<file path="src/rtl/seven_seg_scan_capture_if.sv">
// Pin-side and result-side signals of the seven-segment scan capture block.
// The master side drives the display pins; the slave side is the capture logic.
interface seven_seg_scan_capture_if;
    logic [6:0]  seg_in;
    logic [5:0]  an_in;
    logic [41:0] seg_out;
    logic [23:0] hex_out;
    logic [5:0]  hex_ok;
    logic        frame_done;
    logic        stale;

    modport master (
        output seg_in, an_in,
        input  seg_out, hex_out, hex_ok, frame_done, stale
    );

    modport slave (
        input  seg_in, an_in,
        output seg_out, hex_out, hex_ok, frame_done, stale
    );
endinterface

</file>
<file path="src/rtl/seven_seg_scan_capture.sv">
// Demultiplexes a scanned six-digit seven-segment bus into held digit registers,
// decodes each pattern to hex, and flags completed frames and stalled scanning.
module seven_seg_scan_capture #(
    parameter int SETTLE_CYCLES = 16,
    parameter int TIMEOUT       = 1000000
) (
    input  logic                      clk,
    input  logic                      rst_n,
    seven_seg_scan_capture_if.slave   bus
);
    localparam int CW = (SETTLE_CYCLES > 2) ? $clog2(SETTLE_CYCLES) : 1;
    localparam int TW = $clog2(TIMEOUT + 1);
    localparam logic [CW-1:0] CNT_END = CW'(SETTLE_CYCLES - 1);
    localparam logic [TW-1:0] TO_MAX  = TW'(TIMEOUT);

    logic [12:0]   sync1_reg, sync2_reg, prev_reg;
    logic [CW-1:0] cnt_reg;
    logic          armed_reg;
    logic [5:0]    mask_reg;
    logic [TW-1:0] to_cnt_reg;
    logic          stale_reg;
    logic [6:0]    seg_reg [6];
    logic [3:0]    hex_reg [6];
    logic [5:0]    hex_ok_reg;

    logic [5:0]    s_an, sel, mask_next;
    logic [6:0]    s_seg;
    logic          stable, dwell_end, one_sel, capture, frame_done;
    logic [3:0]    dec_hex;
    logic          dec_ok;
    logic [TW-1:0] to_cnt_next;

    function automatic logic [4:0] decode(input logic [6:0] p);
        case (p)
            7'h40: decode = {1'b1, 4'h0};
            7'h79: decode = {1'b1, 4'h1};
            7'h24: decode = {1'b1, 4'h2};
            7'h30: decode = {1'b1, 4'h3};
            7'h19: decode = {1'b1, 4'h4};
            7'h12: decode = {1'b1, 4'h5};
            7'h02: decode = {1'b1, 4'h6};
            7'h78: decode = {1'b1, 4'h7};
            7'h00: decode = {1'b1, 4'h8};
            7'h10: decode = {1'b1, 4'h9};
            7'h08: decode = {1'b1, 4'hA};
            7'h03: decode = {1'b1, 4'hB};
            7'h46: decode = {1'b1, 4'hC};
            7'h21: decode = {1'b1, 4'hD};
            7'h06: decode = {1'b1, 4'hE};
            7'h0E: decode = {1'b1, 4'hF};
            default: decode = 5'b0;
        endcase
    endfunction

    always_comb begin
        s_an      = sync2_reg[12:7];
        s_seg     = sync2_reg[6:0];
        stable    = (sync2_reg == prev_reg);
        dwell_end = stable && (cnt_reg == CNT_END) && armed_reg;
        sel       = ~s_an;
        // Exactly one anode low: sel is non-zero and a power of two.
        one_sel   = (sel != 6'd0) && ((sel & (sel - 6'd1)) == 6'd0);
        capture   = dwell_end && one_sel;
        {dec_ok, dec_hex} = decode(s_seg);
        mask_next = mask_reg | (capture ? sel : 6'd0);
        frame_done = capture && (mask_next == 6'h3F);
        if (capture)
            to_cnt_next = '0;
        else if (to_cnt_reg == TO_MAX)
            to_cnt_next = TO_MAX;
        else
            to_cnt_next = to_cnt_reg + TW'(1);
    end

    always_ff @(posedge clk or negedge rst_n) begin
        if (!rst_n) begin
            sync1_reg  <= '0;
            sync2_reg  <= '0;
            prev_reg   <= '0;
            cnt_reg    <= '0;
            armed_reg  <= 1'b0;
            mask_reg   <= '0;
            to_cnt_reg <= '0;
            stale_reg  <= 1'b0;
            hex_ok_reg <= '0;
            for (int i = 0; i < 6; i++) begin
                seg_reg[i] <= 7'h7F;
                hex_reg[i] <= 4'h0;
            end
        end else begin
            sync1_reg <= {bus.an_in, bus.seg_in};
            sync2_reg <= sync1_reg;
            prev_reg  <= sync2_reg;
            if (!stable) begin
                cnt_reg   <= '0;
                armed_reg <= 1'b1;
            end else begin
                if (cnt_reg != CNT_END)
                    cnt_reg <= cnt_reg + CW'(1);
                // Disarm at dwell end even for bad anode codes so no late capture follows.
                if (dwell_end)
                    armed_reg <= 1'b0;
            end
            mask_reg   <= frame_done ? 6'd0 : mask_next;
            to_cnt_reg <= to_cnt_next;
            stale_reg  <= (to_cnt_next == TO_MAX);
            if (capture) begin
                for (int i = 0; i < 6; i++) begin
                    if (sel[i]) begin
                        seg_reg[i]    <= s_seg;
                        hex_reg[i]    <= dec_hex;
                        hex_ok_reg[i] <= dec_ok;
                    end
                end
            end
        end
    end

    genvar gi;
    generate
        for (gi = 0; gi < 6; gi++) begin : g_out
            assign bus.seg_out[7*gi +: 7] = seg_reg[gi];
            assign bus.hex_out[4*gi +: 4] = hex_reg[gi];
        end
    endgenerate

    assign bus.hex_ok     = hex_ok_reg;
    assign bus.frame_done = frame_done;
    assign bus.stale      = stale_reg;
endmodule

</file>
<file path="src/flat_wrapper.sv">
// flat-port wrapper written by rule: the top's interface ports become plain ports
module seven_seg_scan_capture_flat 
#(
    parameter int SETTLE_CYCLES = 16,
    parameter int TIMEOUT       = 1000000
)
  (clk, rst_n, bus_seg_in, bus_an_in, bus_seg_out, bus_hex_out, bus_hex_ok, bus_frame_done, bus_stale);
  seven_seg_scan_capture_if bus_i ();
  input  logic clk;
  input  logic rst_n;
  input wire logic [$bits(bus_i.seg_in)-1:0] bus_seg_in;
  input wire logic [$bits(bus_i.an_in)-1:0] bus_an_in;
  output wire logic [$bits(bus_i.seg_out)-1:0] bus_seg_out;
  output wire logic [$bits(bus_i.hex_out)-1:0] bus_hex_out;
  output wire logic [$bits(bus_i.hex_ok)-1:0] bus_hex_ok;
  output wire logic [$bits(bus_i.frame_done)-1:0] bus_frame_done;
  output wire logic [$bits(bus_i.stale)-1:0] bus_stale;
  assign bus_i.seg_in = bus_seg_in;
  assign bus_i.an_in = bus_an_in;
  assign bus_seg_out = bus_i.seg_out;
  assign bus_hex_out = bus_i.hex_out;
  assign bus_hex_ok = bus_i.hex_ok;
  assign bus_frame_done = bus_i.frame_done;
  assign bus_stale = bus_i.stale;
  seven_seg_scan_capture #(.SETTLE_CYCLES(SETTLE_CYCLES), .TIMEOUT(TIMEOUT)) u_core (.clk(clk), .rst_n(rst_n), .bus(bus_i));
endmodule
</file>
<file path="config.mk">
export PLATFORM = sky130hd
export DESIGN_NAME = seven_seg_scan_capture_flat
export DESIGN_NICKNAME = d
export VERILOG_FILES = /design/src/rtl/seven_seg_scan_capture_if.sv /design/src/rtl/seven_seg_scan_capture.sv /design/src/flat_wrapper.sv
export SDC_FILE = /design/constraint.sdc
export NUM_CORES = 1
export LEC_CHECK = 0
export CAP_MARGIN = 20
export CORE_MARGIN = 1
export CORE_UTILIZATION = 57
export CTS_BUF_LIST = sky130_fd_sc_hd__clkbuf_2
export DETAILED_ROUTE_END_ITERATION = 12
export PLACE_DENSITY = 0.83
export RECOVER_POWER = 25
export SLEW_MARGIN = 20
export SYNTH_ARGS = -nofsm -noshare
export SYNTH_HDL_FRONTEND = slang
export SYNTH_SLANG_ARGS = --single-unit
</file>
<file path="constraint.sdc">
create_clock -name clk -period 2.7 [get_ports clk]
set_input_delay 0.54 -clock clk [delete_from_list [all_inputs] [get_ports clk]]
set_output_delay 0.54 -clock clk [all_outputs]
set_load 0.02 [all_outputs]
</file>
# --- Yosys cells after proc, flatten, opt, wreduce, memory -nomap -nowiden ---
# Cells that the tools add are included.
# W data, S select, Z words.
word_totals:
  ff_bits: 143
  in_bits: 15
  output_inout_bits: 74
  elab_cells: 78
classes:
  addsub: 3
  eq_ne: 23
  n_mux: 9
  n_bitwise: 3
  n_reduce_logical: 14
ops:
  columns: ["cell", "count"]
  rows:
  - ["$pmux W5 S16", 1]
  - ["$eq A20 B20 Y1 const B", 2]
  - ["$mux W20", 2]
  - ["$eq A7 B7 Y1 const B", 4]
  - ["$eq A7 B5 Y1 const B", 3]
  - ["$eq A7 B6 Y1 const B", 3]
  - ["$add A20 B1 Y20 const B", 1]
  - ["$eq A7 B2 Y1 const B", 2]
  - ["$eq A7 B4 Y1 const B", 2]
  - ["$eq A13 B13 Y1", 1]
  - ["$mux W6", 2]
  - ["$reduce_and A2 Y1", 6]
  - ["$mux W4", 2]
  - ["$eq A7 B3 Y1 const B", 1]
  - ["$logic_not A7 Y1", 1]
  - ["$and A6 B6 Y6", 1]
  - ["$eq A6 B6 Y1 const B", 1]
  - ["$logic_not A6 Y1", 1]
  - ["$not A6 Y6", 1]
  - ["$or A6 B6 Y6", 1]
  - ["$reduce_bool A6 Y1", 1]
  - ["$sub A6 B1 Y6 const B", 1]
  - ["$logic_and A1 B1 Y1", 5]
  - ["$add A4 B1 Y4 const B", 1]
  - ["other kinds (4)", 6]

# --- Logic depth before layout (Yosys ltp) ---
logic_depth:
  ltp_word: 11
  depth_mapped: 9
  depth_no_buf: 7

# --- Least setup slack after synthesis ---
# No wires, ideal clock.
synth_timing:
  path_kind: "reg-to-output"
  start: "reg u_core.sync2_reg[6]"
  end: "out bus_frame_done"
  arrival_time_ps: 1785
  required_ps: 2160
  setup_slack_ps: 375
  stages_incl_launch_ff: 9
  path_buffers: 2
  path_cell_list: "dfrtp_1 > buf_2 > xor2_1 > nor4_1 > and2_1 > nand4_4 > buf_12 > nand3b_1 > inv_1"
synth_between:
  elab_chain_cells: 8
synth_rtl:
  columns: ["element", "line_no", "text"]
  rows:
  - ["start, declared", "seven_seg_scan_capture.sv:16", "logic [12:0] sync1_reg, sync2_reg, prev_reg;"]
  - ["start signal, assigned", "seven_seg_scan_capture.sv:92", "sync2_reg <= sync1_reg;"]
  - ["$eq A13 B13 Y1 *", "seven_seg_scan_capture.sv:58", "stable = (sync2_reg == prev_reg);"]
  - ["$logic_and A1 B1 Y1 * (2 in series)", "seven_seg_scan_capture.sv:59", "dwell_end = stable && (cnt_reg == CNT_END) && armed_reg;"]
  - ["$logic_and A1 B1 Y1 *", "seven_seg_scan_capture.sv:63", "capture = dwell_end && one_sel;"]
  - ["$mux W6", "seven_seg_scan_capture.sv:65", "mask_next = mask_reg | (capture ? sel : 6'd0);"]
  - ["$or A6 B6 Y6", "seven_seg_scan_capture.sv:65", null]
  - ["$eq A6 B6 Y1", "seven_seg_scan_capture.sv:66", "frame_done = capture && (mask_next == 6'h3F);"]
  - ["$logic_and A1 B1 Y1 *", "seven_seg_scan_capture.sv:66", null]
  - ["end, declared", "flat_wrapper.sv:16", "output wire logic [$bits(bus_i.frame_done)-1:0] bus_frame_done;"]
# Mark *: on every way between the ends. The rest lies on a longest branch, timed or not.

# --- Worst setup path in the final report ---
layout_timing:
  start: "reg u_core.sync2_reg[11]"
  end: "out bus_frame_done"
layout_between:
  elab_chain_cells: 10
  word_cells_on_any_way: 14
  classes_between: "1 x add/sub; 2 x eq/ne; 1 x mux; 3 x bitwise; 7 x reduce/logical"
layout_rtl:
  columns: ["element", "line_no", "text"]
  rows:
  - ["$not A6 Y6", "seven_seg_scan_capture.sv:60", "sel = ~s_an;"]
  - ["$sub A6 B1 Y6", "seven_seg_scan_capture.sv:62", "one_sel = (sel != 6'd0) && ((sel & (sel - 6'd1)) == 6'd0);"]
  - ["$and A6 B6 Y6", "seven_seg_scan_capture.sv:62", null]
  - ["$logic_not A6 Y1", "seven_seg_scan_capture.sv:62", null]
  - ["$logic_and A1 B1 Y1", "seven_seg_scan_capture.sv:62", null]
  - ["$logic_and A1 B1 Y1", "seven_seg_scan_capture.sv:63", null]
  - ["$mux W6", "seven_seg_scan_capture.sv:65", null]
  - ["$or A6 B6 Y6", "seven_seg_scan_capture.sv:65", null]
  - ["$eq A6 B6 Y1", "seven_seg_scan_capture.sv:66", null]
  - ["$logic_and A1 B1 Y1 *", "seven_seg_scan_capture.sv:66", null]
# Marked as above.

==> flow_metrics.env <==
export IMPL_hold_violations=0
export IMPL_via_per_inst=5.761
export IMPL_final_common_cell="dfrtp_1"
export IMPL_die_x_um=107.0
export IMPL_dp_hpwl_um=9349
export IMPL_min_path_type="flip-flop to flip-flop"
export IMPL_crit_slowest_cell="dfrtp_2"
export IMPL_grt_max_degree=80
export IMPL_syn_avg_cell_area_um2=13.37
export IMPL_synth_distinct_cells=66
export IMPL_io_buffers=88
export IMPL_drt_iter0_drc=182
export IMPL_place_area_mm2=0.007338
export IMPL_fin_nets=597
export IMPL_cp_end_kind="output port"
export IMPL_peakVddDrop_mv=0.3664
export IMPL_finalCritPeriodShare=1.034
export IMPL_combPwrFrac=0.053
export IMPL_crit_arrival_ns=2.25
export IMPL_cap_viol_max_count=1
export IMPL_synth_cells=470
export IMPL_setup_ws_ns=-0.09303
export IMPL_drc=0
export IMPL_cts_made_buffers=17
export IMPL_power_internal_mw=2.478
export IMPL_slew_viol_final=79
export IMPL_post_route_min_period_ns=2.793
export IMPL_grt_pass1_vias=4285
export IMPL_slew_headroom=-0.2474
export IMPL_power_frac_seq=0.651
export IMPL_path_delay_family="simple AND/OR/NAND/NOR gates"
export IMPL_antennaDiodeCount=0
export IMPL_fin_skew_ns=0.03436
export IMPL_area_delta_synth_final_pct=20.74
export IMPL_ioPinCount=89
export IMPL_cts_tree="built"
export IMPL_async_flop_share=1.000
export IMPL_start_util=0.5982
export IMPL_leakage_nw=3.369
export IMPL_grtUsageTotal=0.2503
export IMPL_final_cell_mix="dfrtp_1, clkdlybuf4s50_1, dfstp_2, mux2_4, nor2_1"
export IMPL_gp_congestion=0.9595
export IMPL_grt_setup_unrepaired="true"
export IMPL_cts_root_buf="clkbuf_2"
export IMPL_clk_latency_ns=0.66
export IMPL_ys_seq_area_frac=0.5776
export IMPL_tightest_slew_ns=1.871
export IMPL_drt_pass1_iterations=4
export IMPL_drive_above_1_share=0.2838
export IMPL_setup_tns_ns=-0.09303
export IMPL_nFillCells=703
export IMPL_path_max_fanout=4
export IMPL_startpoint_type="flip-flop"
export IMPL_core_area_mm2=0.01051
export IMPL_synth_edf_count=0
export IMPL_finalPower_mw=3.377
export IMPL_multi_input_area_mm2=0.002474
export IMPL_cts_buffer_depth=2
export IMPL_final_seq_area_mm2=0.003633
export IMPL_p_sw_mw=0.8985
export IMPL_die_area_mm2=0.01145
export IMPL_largest_reg_flops=42
export IMPL_h_tree_depth=4
export IMPL_syn_area_mm2=0.006286
export IMPL_clock_sinks=143
export IMPL_finalWirelength_um=13420
export IMPL_yosys_most_used_dff="dfrtp_1"
export IMPL_powerDensity_mw_per_mm2=444.9
export IMPL_clockPowerShare=0.296
export IMPL_ys_warnings_count=0
export IMPL_fin_area_mm2=0.007590
export IMPL_overflow=0
export IMPL_crit_type="flip-flop to output port"
export IMPL_clk_pin_slew_worst_paths_ns=0.19
export IMPL_ant_nets=0
export IMPL_wl_per_cell_um=18.43
export IMPL_setup_viol=1
export IMPL_violations="capacitance limit, slew limit, setup timing"
export IMPL_status="complete, but fails checks"
export IMPL_p_sw_frac=0.2661
export IMPL_cp_required_ns=2.16
export IMPL_antenna_found_initial=0
export IMPL_critPathBufInv=2
export IMPL_ys_seq_elements=143
export IMPL_die_h_um=107.0
export IMPL_num_vias=4194
export IMPL_path_cells="xor2_1 > nor4_2 > and2_4 > nand4_4 > nand3b_1 > inv_1 > buf_6"
export IMPL_slowest_delay_ns=0.49
export IMPL_max_freq_ghz=0.3580
export IMPL_grt_first_pass_wirelength_um=21780
export IMPL_rows=37
export IMPL_synthesis_nets=488
final cells by class:
cell class                 count  share of cell area
sequential                   143              0.4787
multi-input combinational    287              0.3259
timing repair buffer         118              0.1433
tap                          136             0.02242
clock buffer                  18             0.01187
clock inverter                14             0.01187
inverter                      12            0.005935
routing by layer:
layer  vias to the layer above  global-route usage  wire length [um]
li1                       1882                   -                 -
met1                      2128              0.3189              5542
met2                       158              0.4111              6845
met3                        26             0.06140               729
met4                         0              0.1027               299
met5                         -                   0                 0
worst reg2reg max path: stages, from the launching register on:
cell and delay, ns:
dfrtp_1 0.40, clkbuf_1 0.63, nand3b_1 0.23, o32a_1 0.17, o32a_1 0.18, o211ai_2 0.09
nand4b_1 0.39, mux2_1 0.40
metrics by stage:
step,setup WS (ns),cells,utilization,hold WS [ns]
5_1_grt,-0.3008,728,0.7222,0.3357
6_report,-0.09303,728,0.7222,0.3753
2_1_floorplan,0.3748,470,-,0.2444
3_5_place_dp,0.01154,688,0.6983,0.3371
4_1_cts,-0.1726,725,0.7228,0.2302
3_3_place_gp,0.07405,688,0.6983,0.3342
path summary, 6_finish.rpt:
| path | from | end | slack (ns) | cells past startpoint |
|---|---|---|---|---|
| min in group asynchronous | rst_n | u_core.bus.hex_out[11] | 0.93 | 2 |
| max in group asynchronous | rst_n | u_core.sync2_reg[0] | 0.64 | 3 |
| worst max register to register | u_core.sync2_reg[0] | u_core.bus.hex_ok[5] | 0.14 | 7 |
| worst min register to register | u_core.sync1_reg[12] | u_core.sync2_reg[12] | 0.38 | 0 |
| worst max-delay path | u_core.sync2_reg[11] | bus_frame_done | -0.09 | 7 |
| worst min-delay path | u_core.sync1_reg[12] | u_core.sync2_reg[12] | 0.38 | 0 |
synth_stat cells (2+ instances only):
| master | instances | area (um2) |
|---|---|---|
| and4_1 | 3 | 26.28 |
| buf_8 | 3 | 45.04 |
| nand4_1 | 9 | 56.30 |
| mux2_1 | 25 | 281.5 |
| nor2_2 | 2 | 12.51 |
| dfrtp_1 | 101 | 2527 |
| inv_1 | 12 | 45.04 |
| ha_1 | 3 | 37.54 |
| nor2_1 | 30 | 112.6 |
| nand4b_1 | 3 | 26.28 |
| nor3_1 | 11 | 55.05 |
| dfstp_2 | 42 | 1104 |
| and2_1 | 4 | 25.02 |
| xnor2_1 | 14 | 122.6 |
| o221ai_1 | 2 | 17.52 |
| nand2b_1 | 3 | 18.77 |
| or4_1 | 2 | 15.01 |
| or3_1 | 4 | 25.02 |
| o31ai_1 | 3 | 22.52 |
| nand3b_1 | 4 | 30.03 |
| nand2_1 | 12 | 45.04 |
| and3_1 | 5 | 31.28 |
| mux2_4 | 35 | 525.5 |
| mux2i_1 | 2 | 20.02 |
| nand3_2 | 2 | 20.02 |
| buf_4 | 2 | 15.01 |
| a211o_1 | 2 | 17.52 |
| o32a_1 | 3 | 30.03 |
| clkbuf_1 | 14 | 52.55 |
| nor3b_1 | 2 | 15.01 |
| xor2_1 | 21 | 183.9 |
| o21ai_0 | 6 | 30.03 |
| buf_2 | 6 | 30.03 |
| o2111ai_1 | 2 | 17.52 |
| o21a_1 | 3 | 22.52 |
| a211oi_1 | 2 | 15.01 |
| nor4_1 | 3 | 18.77 |
| mux2_2 | 13 | 146.4 |
| a21oi_1 | 8 | 40.04 |
| nor2_8 | 3 | 60.06 |
| nand3_1 | 19 | 95.09 |
cells by family (layout without fill, tap and decap cells):
kind of cell | after synthesis | after routing | synth area share
adder cells (fa/ha/maj) | 3 | 3 | 0.005972
AO/OA/AOI/OAI | 43 | 43 | 0.05215
flip-flops | 143 | 143 | 0.5776
buffers and inverters | 40 | 162 | 0.03543
XOR/XNOR | 35 | 35 | 0.04877
multiplexers | 75 | 75 | 0.1549
AND/OR/NAND/NOR | 131 | 131 | 0.1252
power by group through the flow:
stage / sequential, mW / clock, mW / combinational (mW)
2_1_floorplan: 2.23 / 0 / 0.0735
3_3_place_gp: 2.23 / 0 / 0.169
3_5_place_dp: 2.23 / 0 / 0.178
4_1_cts: 2.20 / 1.03 / 0.187
5_1_grt: 2.20 / 1.12 / 0.199
6_report: 2.20 / 0.999 / 0.180
timing repair:
action,4_1_cts,5_1_grt
pin swaps,4,3
endpoints found under the hold margin,35,0
buffers inserted,4,3
resized for setup,14,2
endpoints found under the setup margin,1,1
cloned,0,0
hold buffers,1,0
No activity file was read; power rests on OpenSTA's default activity.
